<file path="config.mk">
export PLATFORM = sky130hd
export DESIGN_NAME = intr_gen
export DESIGN_NICKNAME = d
export VERILOG_FILES = /design/src/rtl/intr_gen.sv
export SDC_FILE = /design/constraint.sdc
export NUM_CORES = 1
export LEC_CHECK = 0
export CAP_MARGIN = 0
export CORE_MARGIN = 4
export CORE_UTILIZATION = 30
export DETAILED_ROUTE_END_ITERATION = 12
export SETUP_SLACK_MARGIN = 0.02
export SLEW_MARGIN = 20
export SYNTH_ARGS = -nofsm -noshare
export SYNTH_HDL_FRONTEND = slang
export SYNTH_SLANG_ARGS = --single-unit
</file>
<file path="constraint.sdc">
create_clock -name clk -period 6.3 [get_ports clk]
set_input_delay 1.26 -clock clk [delete_from_list [all_inputs] [get_ports clk]]
set_output_delay 1.26 -clock clk [all_outputs]
set_load 0.01 [all_outputs]
</file>
<file path="src/rtl/intr_gen.sv">
`default_nettype none
// ============================================================================
// Module  : intr_gen
// Brief   : Memory-mapped machine timer (mtime/mtimecmp) and synchronised
//           external IRQ source feeding the CSR unit's t_intr/e_intr inputs.
//           Optional macro MTIME_LATCH_EN adds a tear-free mtime_hi shadow.
// Rev     : 1.0  initial release
// ============================================================================
module intr_gen #(
  parameter logic [31:0] BASE_ADDR   = 32'h0200_0000,
  parameter int unsigned PRESCALE    = 1,
  parameter int unsigned SYNC_STAGES = 2
) (
  input  logic        clk,
  input  logic        rst,
  input  logic [31:0] addr,
  input  logic [31:0] wdata,
  input  logic        mem_wr,
  input  logic        mem_rd,
  output logic [31:0] rdata,
  input  logic        ext_irq,
  input  logic        intr_ack,
  output logic        t_intr,
  output logic        e_intr
);

  localparam int unsigned       c_PS_W   = (PRESCALE > 1) ? $clog2(PRESCALE) : 1;
  localparam logic [c_PS_W-1:0] c_PS_MAX = c_PS_W'(PRESCALE - 1);

  localparam logic [2:0] c_OFF_MTIME_LO = 3'd0;
  localparam logic [2:0] c_OFF_MTIME_HI = 3'd1;
  localparam logic [2:0] c_OFF_CMP_LO   = 3'd2;
  localparam logic [2:0] c_OFF_CMP_HI   = 3'd3;
  localparam logic [2:0] c_OFF_CTRL     = 3'd4;
  localparam logic [2:0] c_OFF_STATUS   = 3'd5;

  // --------------------------------------------------------------------------
  // Bus decode
  // --------------------------------------------------------------------------
  logic       w_sel;
  logic [2:0] w_off;
  logic       w_wr;
  logic       w_rd;
  logic       w_wr_mtlo;
  logic       w_wr_mthi;
  logic       w_wr_cmplo;
  logic       w_wr_cmphi;
  logic       w_wr_ctrl;
  logic       w_wr_stat;
  logic       w_unused;

  assign w_sel      = (addr[31:5] == BASE_ADDR[31:5]);
  assign w_off      = addr[4:2];
  assign w_wr       = mem_wr & w_sel;
  assign w_rd       = mem_rd & w_sel;
  assign w_wr_mtlo  = w_wr & (w_off == c_OFF_MTIME_LO);
  assign w_wr_mthi  = w_wr & (w_off == c_OFF_MTIME_HI);
  assign w_wr_cmplo = w_wr & (w_off == c_OFF_CMP_LO);
  assign w_wr_cmphi = w_wr & (w_off == c_OFF_CMP_HI);
  assign w_wr_ctrl  = w_wr & (w_off == c_OFF_CTRL);
  assign w_wr_stat  = w_wr & (w_off == c_OFF_STATUS);
  assign w_unused   = ^addr[1:0];

  // --------------------------------------------------------------------------
  // Control register
  // --------------------------------------------------------------------------
  logic [2:0] r_ctrl;
  logic       w_timer_en;
  logic       w_ext_en;
  logic       w_edge_mode;

  assign w_timer_en  = r_ctrl[0];
  assign w_ext_en    = r_ctrl[1];
  assign w_edge_mode = r_ctrl[2];

  always_ff @(posedge clk or posedge rst) begin
    if (rst)            r_ctrl <= 3'b000;
    else if (w_wr_ctrl) r_ctrl <= wdata[2:0];
  end

  // --------------------------------------------------------------------------
  // Machine timer
  // --------------------------------------------------------------------------
  logic [c_PS_W-1:0] r_presc;
  logic [63:0]       r_mtime;
  logic [63:0]       r_mtimecmp;
  logic              w_tick;
  logic              w_t_pend;
  logic              r_t_intr;

  assign w_tick = w_timer_en & (r_presc == c_PS_MAX);

  // A software write to either mtime half restarts the tick period.
  always_ff @(posedge clk or posedge rst) begin
    if (rst)                          r_presc <= '0;
    else if (w_wr_mtlo || w_wr_mthi)  r_presc <= '0;
    else if (w_timer_en)              r_presc <= w_tick ? '0 : r_presc + c_PS_W'(1);
  end

  always_ff @(posedge clk or posedge rst) begin
    if (rst)            r_mtime         <= 64'd0;
    else if (w_wr_mtlo) r_mtime[31:0]   <= wdata;
    else if (w_wr_mthi) r_mtime[63:32]  <= wdata;
    else if (w_tick)    r_mtime         <= r_mtime + 64'd1;
  end

  always_ff @(posedge clk or posedge rst) begin
    if (rst) begin
      r_mtimecmp <= 64'hFFFF_FFFF_FFFF_FFFF;
    end else begin
      if (w_wr_cmplo) r_mtimecmp[31:0]  <= wdata;
      if (w_wr_cmphi) r_mtimecmp[63:32] <= wdata;
    end
  end

  assign w_t_pend = w_timer_en & (r_mtime >= r_mtimecmp);

  always_ff @(posedge clk or posedge rst) begin
    if (rst) r_t_intr <= 1'b0;
    else     r_t_intr <= w_t_pend;
  end

  // --------------------------------------------------------------------------
  // External interrupt
  // --------------------------------------------------------------------------
  logic [SYNC_STAGES-1:0] r_sync;
  logic                   w_irq_s;
  logic                   r_irq_d;
  logic                   r_e_edge;
  logic                   w_e_set;
  logic                   w_e_clr;
  logic                   w_e_pend;
  logic                   r_e_intr;

  always_ff @(posedge clk or posedge rst) begin
    if (rst) r_sync <= '0;
    else     r_sync <= {r_sync[SYNC_STAGES-2:0], ext_irq};
  end

  assign w_irq_s = r_sync[SYNC_STAGES-1];

  always_ff @(posedge clk or posedge rst) begin
    if (rst) r_irq_d <= 1'b0;
    else     r_irq_d <= w_irq_s;
  end

  assign w_e_set = w_edge_mode & w_irq_s & ~r_irq_d;
  assign w_e_clr = intr_ack | (w_wr_stat & wdata[1]);

  // Set has priority so an edge arriving with an ack is never lost.
  always_ff @(posedge clk or posedge rst) begin
    if (rst)          r_e_edge <= 1'b0;
    else if (w_e_set) r_e_edge <= 1'b1;
    else if (w_e_clr) r_e_edge <= 1'b0;
  end

  assign w_e_pend = w_edge_mode ? r_e_edge : w_irq_s;

  always_ff @(posedge clk or posedge rst) begin
    if (rst) r_e_intr <= 1'b0;
    else     r_e_intr <= w_ext_en & w_e_pend;
  end

  assign t_intr = r_t_intr;
  assign e_intr = r_e_intr;

  // --------------------------------------------------------------------------
  // Read path
  // --------------------------------------------------------------------------
  logic [31:0] w_mthi_rd;

`ifdef MTIME_LATCH_EN
  logic [31:0] r_mtime_shadow;

  // Reading mtime_lo freezes the upper word so a following hi read matches it.
  always_ff @(posedge clk or posedge rst) begin
    if (rst)                                  r_mtime_shadow <= 32'd0;
    else if (w_rd && (w_off == c_OFF_MTIME_LO)) r_mtime_shadow <= r_mtime[63:32];
  end

  assign w_mthi_rd = r_mtime_shadow;
`else
  assign w_mthi_rd = r_mtime[63:32];
`endif

  always_comb begin
    rdata = 32'h0;
    if (w_rd) begin
      case (w_off)
        c_OFF_MTIME_LO: rdata = r_mtime[31:0];
        c_OFF_MTIME_HI: rdata = w_mthi_rd;
        c_OFF_CMP_LO:   rdata = r_mtimecmp[31:0];
        c_OFF_CMP_HI:   rdata = r_mtimecmp[63:32];
        c_OFF_CTRL:     rdata = {29'd0, r_ctrl};
        c_OFF_STATUS:   rdata = {30'd0, w_e_pend, w_t_pend};
        default:        rdata = 32'h0;
      endcase
    end
  end

endmodule
`default_nettype wire
</file>
== After elaboration in Yosys (flattened, before gate mapping) ==
Cells that the tools add are included.
Operators by class
  div/mod/pow operators: 0
  multiply operators: 0
  $lt $le $gt $ge: 1
  bitwise operators: 18
  shift operators: 0
  add/subtract/negate cells: 2
  equal/unequal tests: 7
  reduce and logical (&&, ||, !) cells: 8
  mux-type cells: 12
Operators by type and width (count)
  32-bit case mux with 6 select lines: 1
  32-bit two-way mux: 4
  64-bit by 1-bit adder with 64-bit output (second input constant): 1
  64-bit greater-or-equal comparator: 1
  64-bit two-way mux: 1
  27-bit by 21-bit == test with 1-bit output (second input constant): 1
  1-bit bitwise AND: 14
  2-bit nonzero test: 4
  3-bit by 2-bit == test with 1-bit output (second input constant): 2
  3-bit == test (second input constant): 2
  1-bit two-way mux: 6
  2-bit AND reduction: 2
  3-bit by 1-bit == test with 1-bit output (second input constant): 1
  3-bit zero test: 1
  1-bit NOT: 3
  2-bit != test (second input constant): 1
  1-bit adder (second input constant): 1
  1-bit logical OR: 1
  1-bit OR: 1
Word-level totals
  memories kept: 0
  bits of input ports: 70
  output and inout bits: 34
  register bits after elaboration: 138
  word-level logic and storage cells: 59
  ROM bits: 0
  bits in writable memories: 0
  bits in latches: 0

== Depth between registers and ports, before layout ==
  word-level depth: 7
  mapped depth: 9

== Least setup slack after synthesis ==
No wires, ideal clock.
  kind: input port to output port
  from: input port addr[3]
  to: output port rdata[16]
  setup slack: 2.377 ns
  required time: 5.040 ns
  arrival: 2.663 ns
  stages on the path: 6
  cell sequence: clkbuf_1 -> nor3_1 -> clkbuf_1 -> clkbuf_1 -> a22oi_1 -> a21oi_1
On the way
  word-level cells in the longest chain between the ends: 3
  elaborated cells between the ends (all ways): 8
  those cells by class: eq/ne: 5; mux: 2; reduce/logical: 1
Ends and longest elaborated chain
  start, declared: line 16  | input logic [31:0] addr,
  3-bit == test, or another cell as far along: line 189  | case (w_off)
  32-bit case mux with 6 select lines *: line 189
  32-bit two-way mux *: line 188  | if (w_rd) begin
  end, declared: line 20  | output logic [31:0] rdata,
Mark *: on every way between the ends. The rest lies on a longest branch, timed or not.

== Final worst setup path ==
  from: input port addr[2]
  to: output port rdata[10]
Same word-level chain as after synthesis.

==> reports/results.tsv <==
stage	metric	value	unit
run_status	outcome	finished, final reports clean	
sta	Slew Viols, Final	0	
drt	Iteration-0 DRC Markers	698	
sta	Tcrit/Tclk final	0.844	
floorplan	full die area	35200	um2
sta	Final Worst Setup Slack	0.982	ns
global_routing	initial antenna violation count	0	
yosys	top-area cell type share of the netlist area	0.191	
sta	min Tclk post-route	5.32	ns
yosys	Post-synth ARST share	1.00	
sta	final hold vios	0	
flow_run	MaxCap Viol Count	0	
floorplan	Die Y	188	um
floorplan	Starting Density	0.305	
cts	Worst-Skew Late Latency	0.43	ns
place	Place WS	1.00	ns
critical_path	Critical Path RT	5.04	ns
yosys	synthesized area	9670	um2
floorplan	core area	31700	um2
cts	CTS max path bufs	2	
critical_path	CP Capture Type	output pin	
critical_path	CP arrival	4.06	ns
floorplan	Ports	104	
sta	relative slew slack	0.334	
global_routing	number of global-route vias before repair	8896	
yosys	Seq cells post-synth	138	
power_and_ir_drop	worst vdd ir	0.175	mV
cts	cts bufs inserted	17	
sta	Clock Skew	0.0123	ns
critical_path	startpoint types	input port	
cts	CTS resizes	0	
floorplan	Die X	188	um
finish	share of layout cells above drive strength 1	0.132	
place	Port Buffer Count	101	
worst_hold_path	Hold Path Class	register to register	
yosys	sequential area share after synthesis	0.365	
global_routing	global-route wire length before repair	50.9	mm
yosys	synth top area cells	dfrtp_1 19%, dfstp_2 17%, ha_1 8.4%, nand2_1 6.0%, o21ai_0 5.3%	
cts	clk sinks	138	
floorplan	site row count	65	
yosys	synthesized net count	1262	
drt	Final ANT Viol Nets	0	
sta	Setup violations, final	0	
finish	antenna cell count	0	
sta	setup_tns	0	ns
cts	post-CTS setup repair buffer count	0	
global_routing	total congestion overflow	0	
yosys	synth warn	0	
sta	RSZ-0062 raised after global routing	no	
cts	CTS tree	yes	
global_routing	largest net degree at the start of global routing	103	
sta	actual slew at the worst max-slew pin	0.999	ns
critical_path	CP max FO	12	
power_and_ir_drop	power per cell area	183	nW/um2
cts	Post-CTS Hold Fix Bufs	0	
yosys	Gate Count Post-Synth	1127	
power_and_ir_drop	P_leak	5.09	nW
drt	DRC	0	
yosys	Yosys top cell by area	dfrtp_1	
sta	Peak Freq	188	MHz
place	GPL Wtd Cong	0.846	
place	Final HPWL DP	22.0	mm
drt	routed length per instance	19.7	um
drt	vias	8989	
cts	H-tree Lvls	4	
finish	area grow syn2layout	20.7	%
yosys	Avg Cell Area, Syn	8.58	um2
drt	routed wire length	31.8	mm
critical_path	critical path type	input port to output pin	
finish	Final Net Count	1330	
yosys	number of synthesized flops with an enable pin	0	
drt	drt via density	5.58	
cts	CTS root buffer	clkbuf_16	
finish	commonest cells after routing, fill and taps aside	155 x nand2_1, 103 x o21ai_0, 101 x clkdlybuf4s50_1	
finish	commonest non-fill, non-tap cell in the layout	nand2_1	
yosys	ys flop type	dfrtp_1	
drt	drt pass-1 iters	5	
yosys	Distinct cells, synth	71	
global_routing	GRT Util Overall	0.179	
cts	Clock transition at path regs	0.06	ns
==> cells in the mapped netlist (3+ instances only) <==
library cell  instances
a31oi_1               9
a22oi_1              65
a221oi_1              8
nand2_1             155
nor4_2                7
clkbuf_1             42
buf_4                 3
mux2_2               10
buf_6                 4
xnor2_1              19
ha_1                 65
inv_1                80
nor2_1               29
and2_1               10
and3_1               16
or2_2                 3
xor2_1                9
a22o_1                4
o21ai_1              10
nor4_4                4
buf_2                22
nor4_1               16
nor2b_1               7
a311oi_1              4
or3_1                 4
dfrtp_1              74
a21oi_1              66
and4_4                3
dfstp_2              64
nand4_1              48
mux2i_1               4
o211ai_1              3
o21ai_0             103
nand2b_1              3
nand4_4               3
or4_1                10
nand3_1              44
o22ai_1               9
a21o_1               14
nor3_1               22
and4_1                9
==> layer usage <==
| layer | part of all wire | GRT usage | vias up |
|---|---|---|---|
| li1 | - | - | 4273 |
| met1 | 0.45 | 0.247 | 4359 |
| met2 | 0.47 | 0.290 | 314 |
| met3 | 0.061 | 0.0350 | 43 |
| met4 | 0.019 | 0.0452 | 0 |
| met5 | 0 | 0 | - |
==> kinds of logic after synthesis <==
family	share of synthesized area
buffers and inverters	0.0661
XOR/XNOR	0.0254
adder cells (fa/ha/maj)	0.0841
AO/OA/AOI/OAI	0.212
AND/OR/NAND/NOR	0.231
multiplexers	0.0158
flip-flops	0.365
==> cell type report <==
type | instances | area [um2]
inverter | 80 | 305
multi-input combinational | 837 | 5520
clock inverter | 14 | 220
sequential | 138 | 3530
fill | 3230 | 20000
tap | 402 | 503
timing repair buffer | 121 | 1160
clock buffer | 18 | 429
==> final timing paths <==
check | start | end | slack, ns | cells past startpoint
max in group asynchronous | rst | r_mtimecmp[48]$_DFFE_PP1P_ | 3.71 | 3
setup reg to reg | r_mtime[1]$_DFFE_PP0P_ | r_mtime[62]$_DFFE_PP0P_ | 3.42 | 6
setup / recovery | addr[2] | rdata[10] | 0.98 | 7
min in group asynchronous | rst | r_mtime[26]$_DFFE_PP0P_ | 1.46 | 2
hold / removal | r_sync[0]$_DFF_PP0_ | r_sync[1]$_DFF_PP0_ | 0.35 | 0
hold reg to reg | r_sync[0]$_DFF_PP0_ | r_sync[1]$_DFF_PP0_ | 0.35 | 0
==> report_power, final <==
part	internal, W	total [W]	switching, W	leakage [nW]
combinational	0.0000534	0.000120	0.0000663	3.15
sequential	0.000889	0.000890	0.000000387	1.62
clock	0.000706	0.00113	0.000426	0.315
total	0.00165	0.00214	0.000493	5.09
==> critical path, stage by stage <==
cell,delay [ns]
clkdlybuf4s50_1,0.74
nor2b_1,0.28
and2_1,0.52
buf_4,0.33
a22oi_1,0.09
a21oi_1,0.24
clkdlybuf4s50_1,0.59
==> through the flow <==
step	total power [W]	cells	cell area [um2]	util	hold slack (ns)
after floorplan	0.000947	1127	9670	-	0.331
after global placement	0.00103	1578	11000	0.347	0.333
after detailed placement	0.00103	1578	11000	0.347	0.337
after CTS	0.00216	1610	11700	0.368	0.352
after global routing	0.00221	1610	11700	0.368	0.361
final	0.00214	1610	11700	0.368	0.348
==> registers in the layout, summed over array words and instances (netlist names) <==
name        flops
r_mtime        64
r_presc         1
r_irq_d         1
e_intr          1
r_sync          2
t_intr          1
r_e_edge        1
r_ctrl          3
r_mtimecmp     64
(Power assumes the default switching activity.)
